--- config.mk ---
export PLATFORM = sky130hd
export DESIGN_NAME = step_profiler
export DESIGN_NICKNAME = d
export VERILOG_FILES = /design/src/rtl/step_profiler_pkg.sv /design/src/rtl/phase_seq.sv /design/src/rtl/step_profiler.sv
export SDC_FILE = /design/constraint.sdc
export NUM_CORES = 1
export LEC_CHECK = 0
export ABC_AREA = 0
export CORE_MARGIN = 4
export CORE_UTILIZATION = 40
export DETAILED_ROUTE_END_ITERATION = 12
export DONT_BUFFER_PORTS = 1
export PLACE_DENSITY = 0.52
export SYNTH_ARGS = -nofsm -noshare
export SYNTH_HDL_FRONTEND = slang
export SYNTH_SLANG_ARGS = --single-unit
--- constraint.sdc ---
create_clock -name clk -period 18.5 [get_ports clk]
set_clock_uncertainty 0.05 [all_clocks]
set_input_delay 5.55 -clock clk [delete_from_list [all_inputs] [get_ports clk]]
set_output_delay 5.55 -clock clk [all_outputs]
set_load 0.005 [all_outputs]
--- src/rtl/step_profiler_pkg.sv ---
// Shared types and constants for the stepper motion profiler.
// Holds the FSM state encoding, the half-step coil table and default ramp timing.
package step_profiler_pkg;

  typedef enum logic [1:0] {
    ST_IDLE   = 2'd0,
    ST_ACCEL  = 2'd1,
    ST_CRUISE = 2'd2,
    ST_DECEL  = 2'd3
  } state_t;

  // Index 0 sits in the least significant nibble.
  localparam logic [7:0][3:0] PHASE_TABLE = {
    4'b0110, 4'b1110, 4'b1100, 4'b1101,
    4'b1001, 4'b1011, 4'b0011, 4'b0111
  };

  localparam int DEF_START_PERIOD = 131072;
  localparam int DEF_MIN_PERIOD   = 32768;
  localparam int DEF_RAMP_DEC     = 8192;

endpackage

--- src/rtl/phase_seq.sv ---
// Half-step phase sequencer: 3-bit table index advanced by step/dir,
// with the coil pattern registered alongside the index.
module phase_seq
  import step_profiler_pkg::*;
(
  input  logic       clk,
  input  logic       reset,
  input  logic       step,
  input  logic       dir,
  output logic [3:0] phaseout
);

  logic [2:0] idx_r;
  logic [2:0] idx_n_s;

  // Next table index, wrapping modulo 8 in either direction.
  always_comb begin
    idx_n_s = idx_r;
    if (step) begin
      if (dir) begin
        idx_n_s = idx_r + 3'd1;
      end else begin
        idx_n_s = idx_r - 3'd1;
      end
    end else begin
      idx_n_s = idx_r;
    end
  end

  // Index and coil pattern registers.
  always_ff @(posedge clk) begin
    if (reset) begin
      idx_r    <= 3'd0;
      phaseout <= PHASE_TABLE[3'd0];
    end else begin
      idx_r    <= idx_n_s;
      phaseout <= PHASE_TABLE[idx_n_s];
    end
  end

endmodule

--- src/rtl/step_profiler.sv ---
// Trapezoidal stepper move profiler: accepts a move, ramps the step period
// down to cruise and back up, supports ramped abort and tracks position.
module step_profiler
  import step_profiler_pkg::*;
#(
  parameter int STEP_W       = 16,
  parameter int POS_W        = 24,
  parameter int PER_W        = 20,
  parameter int START_PERIOD = DEF_START_PERIOD,
  parameter int MIN_PERIOD   = DEF_MIN_PERIOD,
  parameter int RAMP_DEC     = DEF_RAMP_DEC
) (
  input  logic                    clk,
  input  logic                    reset,
  input  logic                    cmd_valid,
  output logic                    cmd_ready,
  input  logic                    cmd_dir,
  input  logic [STEP_W-1:0]       cmd_steps,
  input  logic                    abort,
  output logic                    busy,
  output logic                    done,
  output logic [3:0]              phaseout,
  output logic signed [POS_W-1:0] position
);

  localparam logic [PER_W-1:0] START_P       = PER_W'(START_PERIOD);
  localparam logic [PER_W-1:0] RAMP_P        = PER_W'(RAMP_DEC);
  localparam logic [PER_W:0]   START_X       = (PER_W+1)'(START_PERIOD);
  localparam logic [PER_W:0]   RAMP_X        = (PER_W+1)'(RAMP_DEC);
  localparam logic [PER_W:0]   ACCEL_FLOOR_X = (PER_W+1)'(MIN_PERIOD + RAMP_DEC);

  state_t            state_r, state_n_s;
  logic              dir_r, dir_n_s;
  logic [STEP_W-1:0] rem_r, rem_n_s, rem_dec_s;
  logic [STEP_W-1:0] acc_r, acc_n_s;
  logic [STEP_W:0]   abort_cap_s;
  logic [PER_W-1:0]  per_r, per_n_s, per_up_s;
  logic [PER_W:0]    per_sum_s;
  logic [PER_W-1:0]  timer_r, timer_n_s;
  logic              step_s;
  logic              done_n_s;
  logic [POS_W-1:0]  position_r;
  logic              done_r;
  logic              cmd_ready_r;
  logic              busy_r;

  // Next-state, ramp and step-timing decisions.
  always_comb begin
    state_n_s   = state_r;
    dir_n_s     = dir_r;
    rem_n_s     = rem_r;
    acc_n_s     = acc_r;
    per_n_s     = per_r;
    timer_n_s   = timer_r;
    step_s      = 1'b0;
    done_n_s    = 1'b0;
    abort_cap_s = '0;
    rem_dec_s   = rem_r - STEP_W'(1);
    per_sum_s   = {1'b0, per_r} + RAMP_X;
    per_up_s    = (per_sum_s > START_X) ? START_P : per_sum_s[PER_W-1:0];

    case (state_r)
      ST_IDLE: begin
        if (cmd_valid) begin
          dir_n_s   = cmd_dir;
          rem_n_s   = cmd_steps;
          per_n_s   = START_P;
          acc_n_s   = '0;
          timer_n_s = START_P - PER_W'(1);
          if (cmd_steps == '0) begin
            done_n_s = 1'b1;
          end else begin
            state_n_s = ST_ACCEL;
          end
        end else begin
          state_n_s = ST_IDLE;
        end
      end
      ST_ACCEL, ST_CRUISE, ST_DECEL: begin
        if (timer_r == '0) begin
          step_s  = 1'b1;
          rem_n_s = rem_dec_s;
          if (rem_dec_s == '0) begin
            state_n_s = ST_IDLE;
            done_n_s  = 1'b1;
          end else if (rem_dec_s <= acc_r) begin
            state_n_s = ST_DECEL;
            per_n_s   = per_up_s;
          end else if ((state_r == ST_ACCEL) && ({1'b0, per_r} >= ACCEL_FLOOR_X)) begin
            per_n_s = per_r - RAMP_P;
            acc_n_s = acc_r + STEP_W'(1);
          end else if (state_r == ST_ACCEL) begin
            state_n_s = ST_CRUISE;
          end else begin
            state_n_s = state_r;
          end
          timer_n_s = per_n_s - PER_W'(1);
        end else begin
          timer_n_s = timer_r - PER_W'(1);
        end
        // Abort trims the remaining steps to what the ramp-down needs.
        abort_cap_s = {1'b0, acc_n_s} + (STEP_W+1)'(1);
        if (abort && (state_r != ST_DECEL) && (state_n_s != ST_IDLE)) begin
          state_n_s = ST_DECEL;
          if ({1'b0, rem_n_s} > abort_cap_s) begin
            rem_n_s = abort_cap_s[STEP_W-1:0];
          end else begin
            rem_n_s = rem_n_s;
          end
        end else begin
          state_n_s = state_n_s;
        end
      end
      default: begin
        state_n_s = ST_IDLE;
      end
    endcase
  end

  // Profile state, position and registered status outputs.
  always_ff @(posedge clk) begin
    if (reset) begin
      state_r     <= ST_IDLE;
      dir_r       <= 1'b0;
      rem_r       <= '0;
      acc_r       <= '0;
      per_r       <= START_P;
      timer_r     <= '0;
      position_r  <= '0;
      done_r      <= 1'b0;
      cmd_ready_r <= 1'b1;
      busy_r      <= 1'b0;
    end else begin
      state_r     <= state_n_s;
      dir_r       <= dir_n_s;
      rem_r       <= rem_n_s;
      acc_r       <= acc_n_s;
      per_r       <= per_n_s;
      timer_r     <= timer_n_s;
      done_r      <= done_n_s;
      cmd_ready_r <= (state_n_s == ST_IDLE);
      busy_r      <= (state_n_s != ST_IDLE);
      if (step_s) begin
        position_r <= dir_r ? (position_r + POS_W'(1)) : (position_r - POS_W'(1));
      end else begin
        position_r <= position_r;
      end
    end
  end

  phase_seq u_phase_seq (
    .clk      (clk),
    .reset    (reset),
    .step     (step_s),
    .dir      (dir_r),
    .phaseout (phaseout)
  );

  assign cmd_ready = cmd_ready_r;
  assign busy      = busy_r;
  assign done      = done_r;
  assign position  = position_r;

endmodule

==> metrics.md, run 1 <==
| Metric | Value |
|---|---|
| Number of remaining DRC errors | 0 |
| Residual overflow from global routing | 0 |
| Required time of the critical path | 18.70 ns |
| Slew Viols, Final | 0 |
| Fraction of the mapped netlist area in adder cells | around a tenth |
| Kind of path behind the tightest hold check | register to register |
| Least-Margin Pin Slew | ~1.1 ns |
| Critical Path AT | 8.68 ns |
| Share of the synthesized area in compound gates (AO/OA/AOI/OAI) | about 25% |
| Horizontal extent of the die | 156 µm |
| Fraction of synthesized cell area in xor and xnor cells | 8.29% |
| Global-route wire length before repair | 41600 µm |
| Maximum clock rate | around 120 MHz |
| Pin count of the biggest net entering global routing | 78 |
| Dominant combinational cell family by area after synthesis | simple AND/OR/NAND/NOR gates |
| Starting Density | between 40% and 50% |
| Startpoint type of the worst setup path | register |
| Net count after synthesis | 1219 |
| Simple-gate share of the synthesized area | 26.2% |
| Post-detailed-route wirelength per cell | about 19 µm |
| Vias in the first global route | ~7600 |
| RSZ-0062 raised after global routing | no |
| Slew headroom | 27.7% |
| Most common flop cell mapped by yosys | sky130_fd_sc_hd__dfxtp_1 |
| Post-cts sizing count | 0 |
| CTS sink count | 109 |
| Row count | 53 |
| Routed via count | 8133 |
| Layer with the highest usage after global routing | met2 |
| H-Tree Depth | 3 |
| Placed instance area | 8900 µm² |
| Core box area | 21200 µm² |
| Type of element capturing the critical path | register |
| Register clock-pin slew on the reported worst setup and hold paths | approximately 0.08 ns |
| Share of synthesized flip-flops with an asynchronous set or reset | 0% |
| Number of diodes added for antenna fixing | 0 |
| Category of the critical setup timing path | register to register |
| Half-perimeter wire length of the detailed placement result | between 15000 and 20000 µm |
| First-pass DRT Iterations | 6 |
| Vias per inst | ~5.9 |
| Cell area after synthesis | 8730 µm² |
| Number of unique standard cell types used by synthesis | 91 |
| Fraction of met3 tracks used by global routing | 3.13% |
| FILL cells | 2218 |
| Total routing usage reported by global routing | about a fifth |
| Total detailed-routing wirelength | 25900 µm |
| Syn-to-layout area delta | 5.45% |
| Total of flip-flops plus latches after synthesis | roughly 110 |
| Slowest cell delay on critical path | roughly 0.95 ns |
| Number of hold violations in the final report | 0 |
| Layout cell share with drive strength beyond 1 | 6.55% |
| Number of input and output port buffers inserted | 0 |
| Endpoints failing setup | 0 |
| Count of flip-flops with a built-in enable after synthesis | 0 |
| Instance count of the mapped netlist | 1134 |
| Result of the run | finished clean |
| Share of the clock period used by the worst path after layout | between 40% and 50% |
| Antenna-violating nets left | 0 |
| Buffer count from post-CTS setup fixing | 0 |
| Peak ir drop on the vdd network | 46.9 µV |
| Clock buffers created by TritonCTS | 9 |
| Setup Total Neg Slack | 0 ns |
| Number of nets at the end of the flow | 1180 |
| Vert. Die Dim | 156 µm |
| Warnings, synthesis | 0 |
| TritonCTS clock tree | built |
| Cell seen most often among critical-path stages | sky130_fd_sc_hd__ha_1 |
| Dominant cell type by area after synthesis | sky130_fd_sc_hd__dfxtp_1 |
| I/O Pins | 52 |
| Final period demand of the worst path | 8.47 ns |
| Critical path fanouts, max | 27 |
| Iter 0 DRT Violations | 589 |
| Leakage power figure | 3.32 nW |
| Synthesized area per cell | 7.70 µm² |
| Clock root buffer master | sky130_fd_sc_hd__clkbuf_16 |
| Final Instance Area | 9200 µm² |
| Initial antenna violation count | 0 |
| Portion of netlist area occupied by mux cells | 1.19% |
| Cts-stage hold buffer count | 0 |
| Clock network latency to the later pin of the worst-skew pair | 0.37 ns |
| Post-Layout Cell Count | 1375 |
| Cell Count Post-Placement | 1359 |
| Post-synth top area share | 25.0% |
| Number of maximum-capacitance violations | 0 |
| CTS max path bufs | 2 |
| Area of the die | 24200 µm² |
| Met1 usage in global routing | 30.4% |
| Routability cong. | ~0.89 |
| Cell at the slowest stage of the critical path | sky130_fd_sc_hd__a2111oi_1 |
| P per Cell Area | 67.7 nW/µm² |
| Synth top area cells | sky130_fd_sc_hd__dfxtp_1 25%, sky130_fd_sc_hd__ha_1 8.9%, sky130_fd_sc_hd__a21oi_1 5.6% |
| Global routing met2 resource utilization | ~33% |
| Proportion of synthesized chip area in sequential cells | around a quarter |
[state kept, by name (all words and copies together), names as in the netlist]
signal                cells
acc_r                    16
busy                      1
cmd_ready                 1
dir_r                     1
done                      1
per_r                    20
position                 24
rem_r                    16
state_r                   2
timer_r                  20
u_phase_seq.idx_r         3
u_phase_seq.phaseout      4
[critical path: cells and delay by family, from the launching register on]
| kind | cells | cell delay [ns] |
|---|---|---|
| xor gates and xnor gates | 3 | 0.55 |
| AOI/OAI and AO/OA | 11 | 2.89 |
| and+or+nand+nor | 10 | 2.94 |
| adders and majority gates | 4 | 1.09 |
| DFF | 1 | 0.42 |
| buffers and inverters | 2 | 0.25 |
| muxes | 1 | 0.15 |
[worst paths after layout]
path                   to  slack [ns]         start  cells past startpoint
max              rem_r[0]       10.03      rem_r[0]                     31
min          position[12]        0.44  position[12]                      2
max reg2reg      rem_r[0]       10.03      rem_r[0]                     31
min reg2reg  position[12]        0.44  position[12]                      2
[layer usage]
layer,up-vias,share of wire [%]
met5,-,0
li1,4129,-
met3,43,4.5
met4,0,2.4
met1,3761,49
met2,200,44
[synth_stat cells (12+ instances only)]
cell type                  number
sky130_fd_sc_hd__a211oi_1      20
sky130_fd_sc_hd__a21o_1        12
sky130_fd_sc_hd__a21oi_1       98
sky130_fd_sc_hd__a22oi_1       12
sky130_fd_sc_hd__a31oi_1       21
sky130_fd_sc_hd__and2_1        18
sky130_fd_sc_hd__clkbuf_1      51
sky130_fd_sc_hd__dfxtp_1      109
sky130_fd_sc_hd__ha_1          62
sky130_fd_sc_hd__inv_1         38
sky130_fd_sc_hd__nand2_1      104
sky130_fd_sc_hd__nand3_1       40
sky130_fd_sc_hd__nand4_1       19
sky130_fd_sc_hd__nor2_1       103
sky130_fd_sc_hd__nor3_1        48
sky130_fd_sc_hd__nor4_1        17
sky130_fd_sc_hd__o211ai_1      12
sky130_fd_sc_hd__o21ai_0       46
sky130_fd_sc_hd__or3_1         19
sky130_fd_sc_hd__xnor2_1       53
sky130_fd_sc_hd__xor2_1        24
[through the flow]
| step | setup slack, ns | hold WS (ns) | total power [mW] | util [%] |
|---|---|---|---|---|
| finish | 10.03 | 0.441 | 0.623 | 43.4 |
| global route | 9.15 | 0.455 | 0.659 | 43.4 |
| CTS | 10.20 | 0.439 | 0.631 | 43.4 |
| detailed placement | 10.25 | 0.424 | 0.426 | 41.9 |
| global placement | 10.50 | 0.418 | 0.426 | 41.9 |
| floorplan | 11.50 | 0.387 | 0.387 | - |
[cells by family after synthesis]
logic type | Yosys count
buf+inv | 102
simple gates | 443
flops | 109
fa+ha+maj | 64
mux | 10
xor+xnor | 80
compound gates | 326
[cell type report]
class                           count  area, µm²  share of cell area (%)
Clock buffer                        9        225                    2.45
Clock inverter                      7       78.8                   0.856
Inverter                           38        143                    1.55
Multi-Input combinational cell    923       6130                    66.6
Sequential cell                   109       2180                    23.7
Tap cell                          275        344                    3.74
Timing Repair Buffer               14        105                    1.14
[cell usage in the layout (no fill, tap or decap), drive strengths merged, types with 12 or more instances in the layout]
master / instances
dfxtp: 109
nand2: 105
nor2: 105
a21oi: 98
ha: 62
xnor2: 54
nor3: 49
o21ai: 47
inv: 41
nand3: 40
xor2: 26
a31oi: 21
a211oi: 20
nand4: 19
or3: 19
and2: 19
nor4: 19
buf: 14
o211ai: 13
a22oi: 12
a21o: 12
or4: 12
[where the power goes]
group / switching (mW) / internal [mW] / leakage (nW)
Sequential: 0.0118 / 0.242 / 0.887
Clock: 0.104 / 0.0964 / 0.148
Combinational: 0.108 / 0.0607 / 2.28
Power figures use the tool's default switching activity.
==> inputs of run 2 (changes only) <==
==> constraint.sdc (replaced) <==
create_clock -name clk -period 7.8 [get_ports clk]
set_clock_uncertainty 0.05 [all_clocks]
set_input_delay 2.34 -clock clk [delete_from_list [all_inputs] [get_ports clk]]
set_output_delay 2.34 -clock clk [all_outputs]
set_load 0.005 [all_outputs]
==> run 2 against run 1 <==
  * Wire length up 0.56%
  * Register-to-register slack got worse by 9.4 ns
  * Worst hold slack got worse by 0.0046 ns
  * Design area is 0.76% higher
==> metrics.md, run 2 (synthesis results as in run 1) <==
| Metric | Value |
|---|---|
| Critical Path AT | 7.37 ns (-1.31 ns) |
| First-pass DRT Iterations | 5 (-1) |
| Clock root buffer master | sky130_fd_sc_hd__clkbuf_16 |
| CTS sink count | 109 (unchanged) |
| Number of diodes added for antenna fixing | 0 (unchanged) |
| Slew Viols, Final | 0 (unchanged) |
| Commonest non-fill, non-tap cell in the layout | sky130_fd_sc_hd__dfxtp_1 |
| Routed via count | 8190 (+0.70%) |
| Core box area | 21200 µm² (unchanged) |
| Max reg flops | 24 (unchanged) |
| Endpoint of the worst hold-timing path | position[11] |
| Vert. Die Dim | 156 µm (unchanged) |
| Cell at the slowest stage of the critical path | sky130_fd_sc_hd__a2111oi_0 |
| Setup slack on the worst flop-to-flop path | 0.65 ns (-9.38 ns) |
| Final period demand of the worst path | 7.15 ns (-1.32 ns) |
| Vias in the first global route | 7748 (+2.4%) |
| Buffer count from post-CTS setup fixing | 0 (unchanged) |
| Number of input and output port buffers inserted | 0 (unchanged) |
| CTS max path bufs | 2 (unchanged) |
| Number of nets at the end of the flow | 1187 (+0.59%) |
| Final Instance Area | 9270 µm² (+0.76%) |
| Number of hold violations in the final report | 0 (unchanged) |
| Post-detailed-route wirelength per cell | 18.8 µm (about the same) |
| Half-perimeter wire length of the detailed placement result | 19100 µm (-0.25%) |
| Starting Density | 41.1% (unchanged) |
| Cell family contributing the most delay on the critical path | simple AND/OR/NAND/NOR gates |
| Maximum clock rate | 140 MHz (+18%) |
| Global-route wire length before repair | 42300 µm (+1.5%) |
| Worst reg-to-reg path cell count | 32 (+3.2%) |
| RSZ-0062 raised after global routing | no |
| Slew headroom | 34.9% (+7.2 points) |
| Least-Margin Pin Slew | 0.977 ns (-0.105 ns) |
| Iter 0 DRT Violations | 561 (-4.8%) |
| Layout cell share with drive strength beyond 1 | 7.32% (+0.77 points) |
| Residual overflow from global routing | 0 (unchanged) |
| Worst setup slack after layout | 0.645 ns (-9.38 ns) |
| Minimum setup slack after placement | 0.753 ns (-9.50 ns) |
| Category of the critical setup timing path | register to register |
| Number of maximum-capacitance violations | 0 (unchanged) |
| TritonCTS clock tree | built |
| Clock network latency to the later pin of the worst-skew pair | 0.37 ns (about the same) |
| Total detailed-routing wirelength | 26000 µm (+0.56%) |
| Pin count of the biggest net entering global routing | 78 (unchanged) |
| Worst r2r dst | rem_r[0] |
| Kind of path behind the tightest hold check | register to register |
| Total buffers and inverters traversed by the critical path | 3 (+1) |
| Row count | 53 (unchanged) |
| H-Tree Depth | 3 (unchanged) |
| I/O Pins | 52 (unchanged) |
| Type of element capturing the critical path | register |
| Critical path fanouts, max | 14 (-48%) |
| Required time of the critical path | 8.01 ns (-10.69 ns) |
| Horizontal extent of the die | 156 µm (unchanged) |
| Initial antenna violation count | 0 (unchanged) |
| Peak ir drop on the vdd network | 114 µV (+140%) |
| Launch instance of the worst min-delay path | position[11] |
| Commonest cells after routing, fill and taps aside | 109 x sky130_fd_sc_hd__dfxtp_1, 104 x sky130_fd_sc_hd__nand2_1, 100 x sky130_fd_sc_hd__nor2_1 |
| Routability cong. | 0.883 (-0.33%) |
| Slowest cell delay on critical path | 0.47 ns (-0.48 ns) |
| Critical R2R Launch | rem_r[0] |
| Placed instance area | 8940 µm² (+0.51%) |
| Depth of the worst hold-timing path | 2 (unchanged) |
| Area of the die | 24200 µm² (unchanged) |
| Leakage power figure | 3.35 nW (+1.1%) |
| Total routing usage reported by global routing | 21.3% (+0.13 points) |
| Clock buffers created by TritonCTS | 9 (unchanged) |
| Startpoint type of the worst setup path | register |
| Endpoints failing setup | 0 (unchanged) |
| Share of the clock period used by the worst path after layout | 91.7% (+46 points) |
| Setup Total Neg Slack | 0 ns (unchanged) |
| Result of the run | finished clean |
| Number of remaining DRC errors | 0 (unchanged) |
| Antenna-violating nets left | 0 (unchanged) |
| Syn-to-layout area delta | 6.25% |
| Register clock-pin slew on the reported worst setup and hold paths | 0.09 ns (about the same) |
| P per Cell Area | 162 nW/µm² (+140%) |
| Vias per inst | 5.93 (+0.19%) |
-- run 2: routing by layer --
layer | global-route usage, % | wire length, µm | up-vias
met5 | 0 | 0 | -
met1 | 30.4 | 12700 | 3837
met2 | 34.4 | 11800 | 203
li1 | - | - | 4124
met4 | 4.88 | 394 | 0
met3 | 2.77 | 1100 | 26
-- run 2: timing repair --
action	in CTS	in global routing
hold endpoints to repair	0	0
endpoints found under the setup margin	0	15
hold buffers	0	0
gates resized for setup	0	2
-- run 2: worst max path at each step --
stage / startpoint / depth (start not counted) / to / slack, ns
floorplan: rem_r[0] / 33 / rem_r[0] / 0.80
global placement: rem_r[0] / 33 / rem_r[0] / 0.88
detailed placement: rem_r[0] / 33 / rem_r[0] / 0.75
CTS: rem_r[0] / 34 / rem_r[0] / 0.68
global route: rem_r[0] / 33 / rem_r[0] / 0.02
finish: rem_r[0] / 32 / rem_r[0] / 0.65
-- run 2: layout make-up --
type,instances,area [µm²]
timing repair buffer,20,150
sequential,109,2180
clock inverter,7,87.6
clock buffer,9,225
multi-input combinational,924,6140
tap,275,344
fill,2202,11900
inverter,38,143
-- run 2: worst min-delay path, cell delays in order (launching register included) --
cell	delay, ns
sky130_fd_sc_hd__dfxtp_1	0.34
sky130_fd_sc_hd__nand2_1	0.06
sky130_fd_sc_hd__a21oi_1	0.05
-- run 2: where the power goes --
part,switching [mW],total [mW],internal [mW]
logic,0.259,0.412,0.153
clock network,0.255,0.488,0.233
registers,0.0286,0.603,0.574
total,0.543,1.50,0.960
-- run 2: stage by stage --
| step | cells | power, mW | hold slack, ns | util, % |
|---|---|---|---|---|
| final | 1382 | 1.50 | 0.436 | 43.7 |
| after global routing | 1382 | 1.59 | 0.463 | 43.7 |
| after CTS | 1381 | 1.52 | 0.441 | 43.6 |
| after detailed placement | 1365 | 1.02 | 0.430 | 42.2 |
| after global placement | 1365 | 1.02 | 0.421 | 42.2 |
| after floorplan | 1134 | 0.917 | 0.387 | - |
